===== config.mk =====
export PLATFORM = sky130hd
export DESIGN_NAME = axis_pkt_bram_writer
export DESIGN_NICKNAME = d
export VERILOG_FILES = /design/src/rtl/axis_wr_pkg.sv /design/src/rtl/axis_keep_popcount.sv /design/src/rtl/axis_pkt_bram_writer.sv
export SDC_FILE = /design/constraint.sdc
export NUM_CORES = 1
export LEC_CHECK = 0
export CORE_AREA = 3 3 495 497
export CTS_CLUSTER_SIZE = 24
export DETAILED_ROUTE_END_ITERATION = 8
export DIE_AREA = 0 0 498 500
export GPL_TIMING_DRIVEN = 0
export MAX_ROUTING_LAYER = met4
export PLACE_DENSITY = 0.4
export SLEW_MARGIN = 0
export SYNTH_ARGS = -nofsm -noshare
export SYNTH_HDL_FRONTEND = slang
export SYNTH_SLANG_ARGS = --single-unit

===== constraint.sdc =====
create_clock -name axis_clk -period 14.35 [get_ports axis_clk]
set_input_delay 2.1525 -clock axis_clk [delete_from_list [all_inputs] [get_ports axis_clk]]
set_output_delay 2.1525 -clock axis_clk [all_outputs]
set_load 0.05 [all_outputs]

===== src/rtl/axis_wr_pkg.sv =====
// Shared types and constant helpers for the AXI-Stream packet BRAM writer.
// AXIS_WR_BYTECNT_EN adds a byte-count field to the descriptor view.
package axis_wr_pkg;

    typedef enum logic {RX = 1'b0, DESC = 1'b1} wr_state_t;

    localparam int DEF_COUNTER_W = 10;
    localparam int DEF_KEEP_W    = 64;

    // Descriptor view at the default configuration (counter_width=10, 64 lanes)
    typedef struct packed {
        logic [DEF_COUNTER_W-1:0] addr;
        logic [DEF_COUNTER_W:0]   len;
        logic [DEF_KEEP_W-1:0]    keep;
`ifdef AXIS_WR_BYTECNT_EN
        logic [DEF_COUNTER_W+7:0] bytes;
`endif
    } desc_t;

    function automatic int len_width(input int counter_w);
        return counter_w + 1;
    endfunction

    function automatic int ptr_wrap(input int ptr, input int depth);
        return (ptr >= depth - 1) ? 0 : ptr + 1;
    endfunction

endpackage


===== src/rtl/axis_keep_popcount.sv =====
// Combinational population count of a byte-qualifier vector.
module axis_keep_popcount #(
    parameter int keep_width  = 64,
    parameter int count_width = $clog2(keep_width + 1)
) (
    input  logic [keep_width-1:0]  keep,
    output logic [count_width-1:0] count
);

    always_comb begin
        count = '0;
        for (int i = 0; i < keep_width; i++) begin
            count = count + count_width'(keep[i]);
        end
    end

endmodule


===== src/rtl/axis_pkt_bram_writer.sv =====
// AXI-Stream slave writing packets into a circular BRAM region, one descriptor per packet.
// Optional AXIS_WR_BYTECNT_EN adds desc_bytes (set t_keep bits across the packet).
module axis_pkt_bram_writer
    import axis_wr_pkg::*;
#(
    parameter int data_width     = 512,
    parameter int keep_width     = data_width / 8,
    parameter int counter_width  = 10,
    parameter int mem_size_depth = 1024
) (
    input  logic                     axis_clk,
    input  logic                     reset,
    input  logic                     t_valid,
    input  logic [data_width-1:0]    t_data,
    input  logic [keep_width-1:0]    t_keep,
    input  logic                     t_last,
    output logic                     t_ready,
    output logic                     bram_ena,
    output logic [keep_width-1:0]    bram_wena,
    output logic [counter_width-1:0] bram_address,
    output logic [data_width-1:0]    bram_data,
    output logic                     desc_valid,
    input  logic                     desc_ready,
    output logic [counter_width-1:0] desc_addr,
    output logic [counter_width:0]   desc_len,
    output logic [keep_width-1:0]    desc_keep,
`ifdef AXIS_WR_BYTECNT_EN
    output logic [counter_width+7:0] desc_bytes,
`endif
    input  logic                     rel_valid,
    input  logic [counter_width:0]   rel_beats,
    output logic [counter_width:0]   free_count,
    output logic                     rel_err
);

    localparam int LEN_W  = len_width(counter_width);
    localparam int FREE_W = counter_width + 2;
    localparam logic [FREE_W-1:0] DEPTH_WIDE = FREE_W'(mem_size_depth);
    localparam logic [LEN_W-1:0]  DEPTH_LEN  = LEN_W'(mem_size_depth);

    wr_state_t                state, state_nxt;
    logic [counter_width-1:0] wr_ptr, wr_ptr_nxt, pkt_start;
    logic [LEN_W-1:0]         beat_cnt, beat_now;
    logic [keep_width-1:0]    last_keep, keep_now;
    logic [FREE_W-1:0]        free_sum;
    logic [LEN_W-1:0]         free_nxt;
    logic                     accept, wr_beat, eop, over;

`ifdef AXIS_WR_BYTECNT_EN
    localparam int POP_W   = $clog2(keep_width + 1);
    localparam int BYTES_W = counter_width + 8;
    logic [POP_W-1:0]   keep_pop;
    logic [BYTES_W-1:0] bytes_acc, bytes_now;

    axis_keep_popcount #(
        .keep_width (keep_width),
        .count_width(POP_W)
    ) u_keep_popcount (
        .keep (t_keep),
        .count(keep_pop)
    );

    assign bytes_now = accept ? bytes_acc + BYTES_W'(keep_pop) : bytes_acc;
`endif

    always_comb begin
        accept     = t_valid && t_ready;
        wr_beat    = accept && (t_keep != '0);
        eop        = accept && t_last;
        beat_now   = beat_cnt + LEN_W'(wr_beat);
        keep_now   = wr_beat ? t_keep : last_keep;
        wr_ptr_nxt = wr_beat ? counter_width'(ptr_wrap(32'(wr_ptr), mem_size_depth)) : wr_ptr;
        // Release and write may land on the same edge; saturate on over-release
        free_sum   = {1'b0, free_count} + (rel_valid ? {1'b0, rel_beats} : '0) - FREE_W'(wr_beat);
        over       = free_sum > DEPTH_WIDE;
        free_nxt   = over ? DEPTH_LEN : free_sum[LEN_W-1:0];
        state_nxt  = state;
        case (state)
            RX:      if (eop && beat_now != '0) state_nxt = DESC;
            DESC:    if (desc_ready) state_nxt = RX;
            default: state_nxt = RX;
        endcase
    end

    always_ff @(posedge axis_clk) begin
        if (!reset) begin
            state        <= RX;
            t_ready      <= 1'b0;
            bram_ena     <= 1'b0;
            bram_wena    <= '0;
            bram_address <= '0;
            bram_data    <= '0;
            desc_valid   <= 1'b0;
            desc_addr    <= '0;
            desc_len     <= '0;
            desc_keep    <= '0;
            free_count   <= DEPTH_LEN;
            rel_err      <= 1'b0;
            wr_ptr       <= '0;
            pkt_start    <= '0;
            beat_cnt     <= '0;
            last_keep    <= '0;
`ifdef AXIS_WR_BYTECNT_EN
            bytes_acc    <= '0;
            desc_bytes   <= '0;
`endif
        end else begin
            state      <= state_nxt;
            t_ready    <= (state_nxt == RX) && (free_nxt != '0);
            free_count <= free_nxt;
            if (over) rel_err <= 1'b1;

            bram_ena  <= wr_beat;
            bram_wena <= wr_beat ? t_keep : '0;
            if (wr_beat) begin
                bram_address <= wr_ptr;
                bram_data    <= t_data;
                last_keep    <= t_keep;
            end
            wr_ptr <= wr_ptr_nxt;

            if (eop) begin
                pkt_start <= wr_ptr_nxt;
                beat_cnt  <= '0;
`ifdef AXIS_WR_BYTECNT_EN
                bytes_acc <= '0;
`endif
                if (beat_now != '0) begin
                    desc_valid <= 1'b1;
                    desc_addr  <= pkt_start;
                    desc_len   <= beat_now;
                    desc_keep  <= keep_now;
`ifdef AXIS_WR_BYTECNT_EN
                    desc_bytes <= bytes_now;
`endif
                end
            end else begin
                beat_cnt <= beat_now;
`ifdef AXIS_WR_BYTECNT_EN
                bytes_acc <= bytes_now;
`endif
                if (state == DESC && desc_ready) desc_valid <= 1'b0;
            end
        end
    end

endmodule

; ---- After elaboration in Yosys (flattened, before gate mapping)
; Cells that the tools add are included.
[word_totals]
reg_bits = 782
elab_cells = 51
[op_classes]
n_addsub = 4
order_cmp = 2
n_eq_ne = 1
mux = 11
n_bitwise = 3
reduce_logical = 14
[op_table]
columns = op, n
row1 = 64-bit 2-to-1 mux, 1
row2 = 64-bit nonzero test, 1
row3 = 11-bit 2-to-1 mux, 2
row4 = 11-bit nonzero test, 2
row5 = 10-bit 2-to-1 mux, 2
row6 = 11-bit by 11-bit adder with 12-bit output, 1
row7 = "12-bit by 11-bit > comparator with 1-bit output, second input constant", 1
row8 = 12-bit by 1-bit subtractor with 12-bit output, 1
row9 = 11-bit by 1-bit adder with 11-bit output, 1
row10 = "10-bit by 1-bit adder with 10-bit output, second input constant", 1
row11 = "10-bit >= comparator, second input constant", 1
row12 = 1-bit logical AND, 6
row13 = 2-bit AND reduction, 3
row14 = 1-bit 2-to-1 mux, 5
row15 = 1-bit NOT, 3
row16 = "2-bit by 1-bit inequality test with 1-bit output, second input constant", 1
row17 = 1-bit one-hot mux with 2 select lines, 1
row18 = 2-bit nonzero test, 1
row19 = 2-bit OR reduction, 1

; ---- Longest topological paths before layout
[depth]
word_depth = 9
depth_mapped = 20

; ---- Worst setup path before layout
; OpenSTA, ideal clock, no wires.
[synth_timing]
kind = input-to-reg
start = input t_keep[2]
end = register desc_keep[0]
t_arrival_ns = 5.867
required_time_ns = 14.234
setup_slack_ns = 8.367
stages = 19
n_path_buf = 7
cell_sequence = nor4_1 > nand4_1 > o41ai_1 > buf_2 > inv_2 > clkbuf_1 > clkbuf_1 > ha_1 > ha_1 > and4_1 > clkbuf_1 > a211o_1 > a2111oi_4 > nand3_1 > o21a_1 > buf_6 > buf_6 > buf_6 > o211a_1
[synth_via]
elab_chain_cells = 5
elab_cells_between_ends = 6
cone_classes = add/sub (1) / mux (1) / reduce/logical (4)
[synth_lines]
columns = item, line
row1 = from (decl), axis_pkt_bram_writer.sv:15  ; input logic [keep_width-1:0] t_keep,
row2 = 64-bit nonzero test (*), axis_pkt_bram_writer.sv:68  ; wr_beat = accept && (t_keep != '0);
row3 = 1-bit logical AND (*), axis_pkt_bram_writer.sv:68
row4 = net wr_beat, axis_pkt_bram_writer.sv:47  ; logic accept, wr_beat, eop, over;
row5 = 11-bit by 1-bit adder with 11-bit output, axis_pkt_bram_writer.sv:70  ; beat_now = beat_cnt + LEN_W'(wr_beat);
row6 = 11-bit nonzero test, axis_pkt_bram_writer.sv:128  ; if (beat_now != '0) begin
row7 = 2-bit AND reduction (no source line), --
row8 = to (signal assigned), axis_pkt_bram_writer.sv:132  ; desc_keep <= keep_now;
row9 = to (decl), axis_pkt_bram_writer.sv:26  ; output logic [keep_width-1:0] desc_keep,
; Mark *: on every way through the listed nets, which the timed path passes. The rest lies on a longest branch.
; A chain may end at the register's enable or synchronous reset.

; ---- Worst setup path in the final report
[layout_timing]
start = input t_keep[63]
end = register free_count[7]
[layout_via]
elab_chain_cells = 5
[layout_lines]
columns = item, line
row1 = 64-bit nonzero test (*), axis_pkt_bram_writer.sv:68
row2 = 1-bit logical AND (*), axis_pkt_bram_writer.sv:68
row3 = net wr_beat, axis_pkt_bram_writer.sv:47
row4 = 12-bit by 1-bit subtractor with 12-bit output (*), axis_pkt_bram_writer.sv:74  ; free_sum = {1'b0, free_count} + (rel_valid ? {1'b0, rel_beats} : '0) - FREE_W'(wr_beat);
row5 = 12-bit by 11-bit > comparator with 1-bit output, axis_pkt_bram_writer.sv:75  ; over = free_sum > DEPTH_WIDE;
row6 = 11-bit 2-to-1 mux (*), axis_pkt_bram_writer.sv:76  ; free_nxt = over ? DEPTH_LEN : free_sum[LEN_W-1:0];
row7 = to (signal assigned), axis_pkt_bram_writer.sv:110  ; free_count <= free_nxt;
row8 = to (decl), axis_pkt_bram_writer.sv:32  ; output logic [counter_width:0] free_count,
; Marks and branches as above.

==> flow_summary.toml <==
[setup_path]
regToRegSetupSlack_ns = 7.97
critPathKind = "in -> reg"
r2r_end = "free_count[7]"
crit_path_start = "t_keep[63]"
cp-end-kind = "flip-flop"
r2r_cells = 18
endpoint = "free_count[7]"
r2r-start = "t_ready"
required_ns = 14.96
path_max_fanout = 11
worst_setup_path_start_kind = "input pin"
cp_data_arrival_time_ns = 8.95

[die]
core_region_area_um2 = 241000
die_x_um = 498
ioPinCount = 1279
dieArea_um2 = 249000
rows = 180
initial_core_util = 0.121
fp.dieH_um = 500

[clocking]
insertion_delay_ns = 0.75
cts_resized = 0
ctsHtreeMaxLevel = 3
clock_sinks = 782
clk_pin_slew_ns = 0.06
cts_made_buffers = 103
cts-root-buf = "clkbuf_16"
cts_hold_repair.buffers = 0
post_cts_buffers = 0
cts_tree = "yes"
clockBufferDepth = 3

[timing]
max_freq_ghz = 0.120
worstMarginPinSlew_ns = 1.24
fin_skew_ns = 0.0799
fin_crit_ns = 8.34
setup_violations = 0
slew_headroom = 0.175
hold_violations = 0
rsz0062_at_grt = "false"
tns_ns = 0
period_share = 0.581
slew_viol_final = 0

[min_path]
hold_path.startpoint = "desc_addr[0]"
hp-class = "reg -> reg"

[synthesis]
yosysWarningCount = 0
synth_cells = 3263
syn_avg_cell_area_um2 = 8.91
synth.distinct_cells = 49
synth_ff_type = "dfxtp_1"
syn-num-nets = 3882
ys_seq_area_frac = 0.538
synth-seq-cells = 782
synth_area_um2 = 29100
synthArstFlopShare = 0
synth_edf_count = 0

[pwr]
pwr-share-clk = 0.427
power.leakage_nw = 18.3
p_sw_mw = 2.03
p_total_mw = 6.34
seqPwrFrac = 0.370
p_int_mw = 4.31
p_per_area_nw_per_um2 = 128
comb_power_share = 0.203
p_sw_frac = 0.320
peakVddDrop_v = 0.000106

[drt]
remaining_drc_errors = 0
wl_per_cell_um = 25.1
via_count = 28800
viasPerCell = 3.61
firstDrtPassIters = 5
final_antenna_net_count = 0
drt-initial-drc-count = 1572
drt_wl_total_mm = 201

[run_status]
status = "finished, final reports clean"

[place]
placement.io_buffers = 1277
hpwl_mm = 171
place.gp.congestion = 0.915

[global_route]
antenna_found_initial = 96
grt_max_degree = 20
overflow = 0
grt_usage = 0.159
grt_pass1_wl_mm = 264
grt_pass1_vias = 29300

[final_layout]
nets = 5265
final_common_cell = "clkdlybuf4s50_1"
n_fill_cell = 26600
drive_gt1_frac = 0.0522
syn2layout_area_growth_pct = 70.6
utilization = 0.206
layout_common_cells = "clkdlybuf4s50_1, nand2_1, dfxtp_1"

[job]
cap_violations = 0
## flip-flops by register name (all words and copies together), names as in the netlist, 11 cells and up
name / flops
beat_cnt: 11
bram_data: 512
bram_wena: 64
desc_keep: 64
desc_len: 11
free_count: 11
last_keep: 64
## how the worst min path moves through the flow
| stage | to | slack (ns) | cells past startpoint |
|---|---|---|---|
| after global placement | desc_addr[3] | 0.45 | 2 |
| final | desc_addr[0] | 0.45 | 2 |
| after floorplan | desc_addr[2] | 0.43 | 2 |
| after global routing | desc_addr[8] | 0.46 | 2 |
| after CTS | desc_addr[4] | 0.46 | 2 |
| after detailed placement | desc_addr[4] | 0.45 | 2 |
## stage by stage
step,cell area [µm²],instances,setup WS [ns],hold WS [ns]
final,49600,7978,6.01,0.453
after global routing,49600,7968,5.60,0.462
after CTS,49400,7916,5.85,0.457
after detailed placement,45900,7726,5.00,0.449
after global placement,45800,7725,5.05,0.445
after floorplan,29100,3263,8.37,0.428
## kinds of logic (layout without fill, tap and decap cells)
family / Yosys count / in the layout / synth area share
and+or+nand+nor: 1411 / 1411 / 0.201
DFF: 782 / 782 / 0.538
AOI/OAI and AO/OA: 677 / 677 / 0.179
buffers and inverters: 280 / 1748 / 0.0414
muxes: 65 / 65 / 0.0224
adders and majority gates: 26 / 26 / 0.0114
xor gates and xnor gates: 22 / 22 / 0.00663
other: 0 / 62 / 0
## synth_stat cells (all sizes together), types with 3 or more instances
| cell type | number | share of area |
|---|---|---|
| mux2i | 64 | 0.022 |
| nor3 | 13 | 0.0022 |
| and4 | 6 | 0.0018 |
| nor2b | 79 | 0.017 |
| o211a | 72 | 0.025 |
| nor2 | 18 | 0.0023 |
| nand2b | 3 | 0.00065 |
| nor4 | 16 | 0.0034 |
| and3 | 68 | 0.015 |
| ha | 25 | 0.011 |
| xor2 | 11 | 0.0033 |
| dfxtp | 782 | 0.54 |
| buf | 68 | 0.014 |
| nor3b | 4 | 0.0010 |
| nand2 | 1170 | 0.15 |
| nand3 | 14 | 0.0024 |
| o21ai | 22 | 0.0038 |
| nand4 | 13 | 0.0028 |
| a21oi | 22 | 0.0038 |
| clkbuf | 176 | 0.023 |
| and2 | 6 | 0.0013 |
| xnor2 | 11 | 0.0033 |
| a21boi | 536 | 0.14 |
| inv | 36 | 0.0046 |
## power groups by stage
stage                     registers [mW]  clock network (mW)  logic, mW
after floorplan                     2.71                   0      0.342
after global placement              2.39                   0       1.31
after detailed placement            2.39                   0       1.31
after CTS                           2.35                2.83       1.31
after global routing                2.36                2.89       1.37
final                               2.35                2.71       1.29
## cell type report
type / count / area [µm²] / area share
Timing Repair Buffer: 1278 / 12800 / 0.258
Antenna cell: 62 / 155 / 0.00313
Buffer: 244 / 1070 / 0.0216
Clock buffer: 149 / 3030 / 0.0611
Multi-Input combinational cell: 2201 / 12200 / 0.246
Inverter: 36 / 135 / 0.00273
Tap cell: 3185 / 3990 / 0.0804
Sequential cell: 782 / 15700 / 0.316
Clock inverter: 41 / 538 / 0.0109
## worst max-delay path, stage by stage
cell             delay, ns
clkdlybuf4s50_1       0.72
nor4_1                0.63
nand4_1               0.23
o41ai_1               0.36
buf_2                 0.38
inv_2                 0.38
clkbuf_1              0.48
clkbuf_1              0.58
ha_1                  0.47
inv_1                 0.06
ha_1                  0.16
inv_1                 0.05
fa_1                  0.40
nand2b_1              0.19
a21oi_1               0.16
xnor2_1               0.16
nand4_1               0.14
nor3_1                0.31
a41oi_1               0.52
nor3b_1               0.38
## metal layers
layer  vias to the layer above  routed length (µm)  part of all wire  global-route usage
li1                      13600                   -                 -                   -
met4                         0                5180             0.026              0.0393
met3                       243               21000              0.10              0.0663
met5                         -                   0                 0                   -
met1                     13700               79900              0.40               0.178
met2                      1256               94500              0.47               0.262
(Power assumes the default switching activity.)
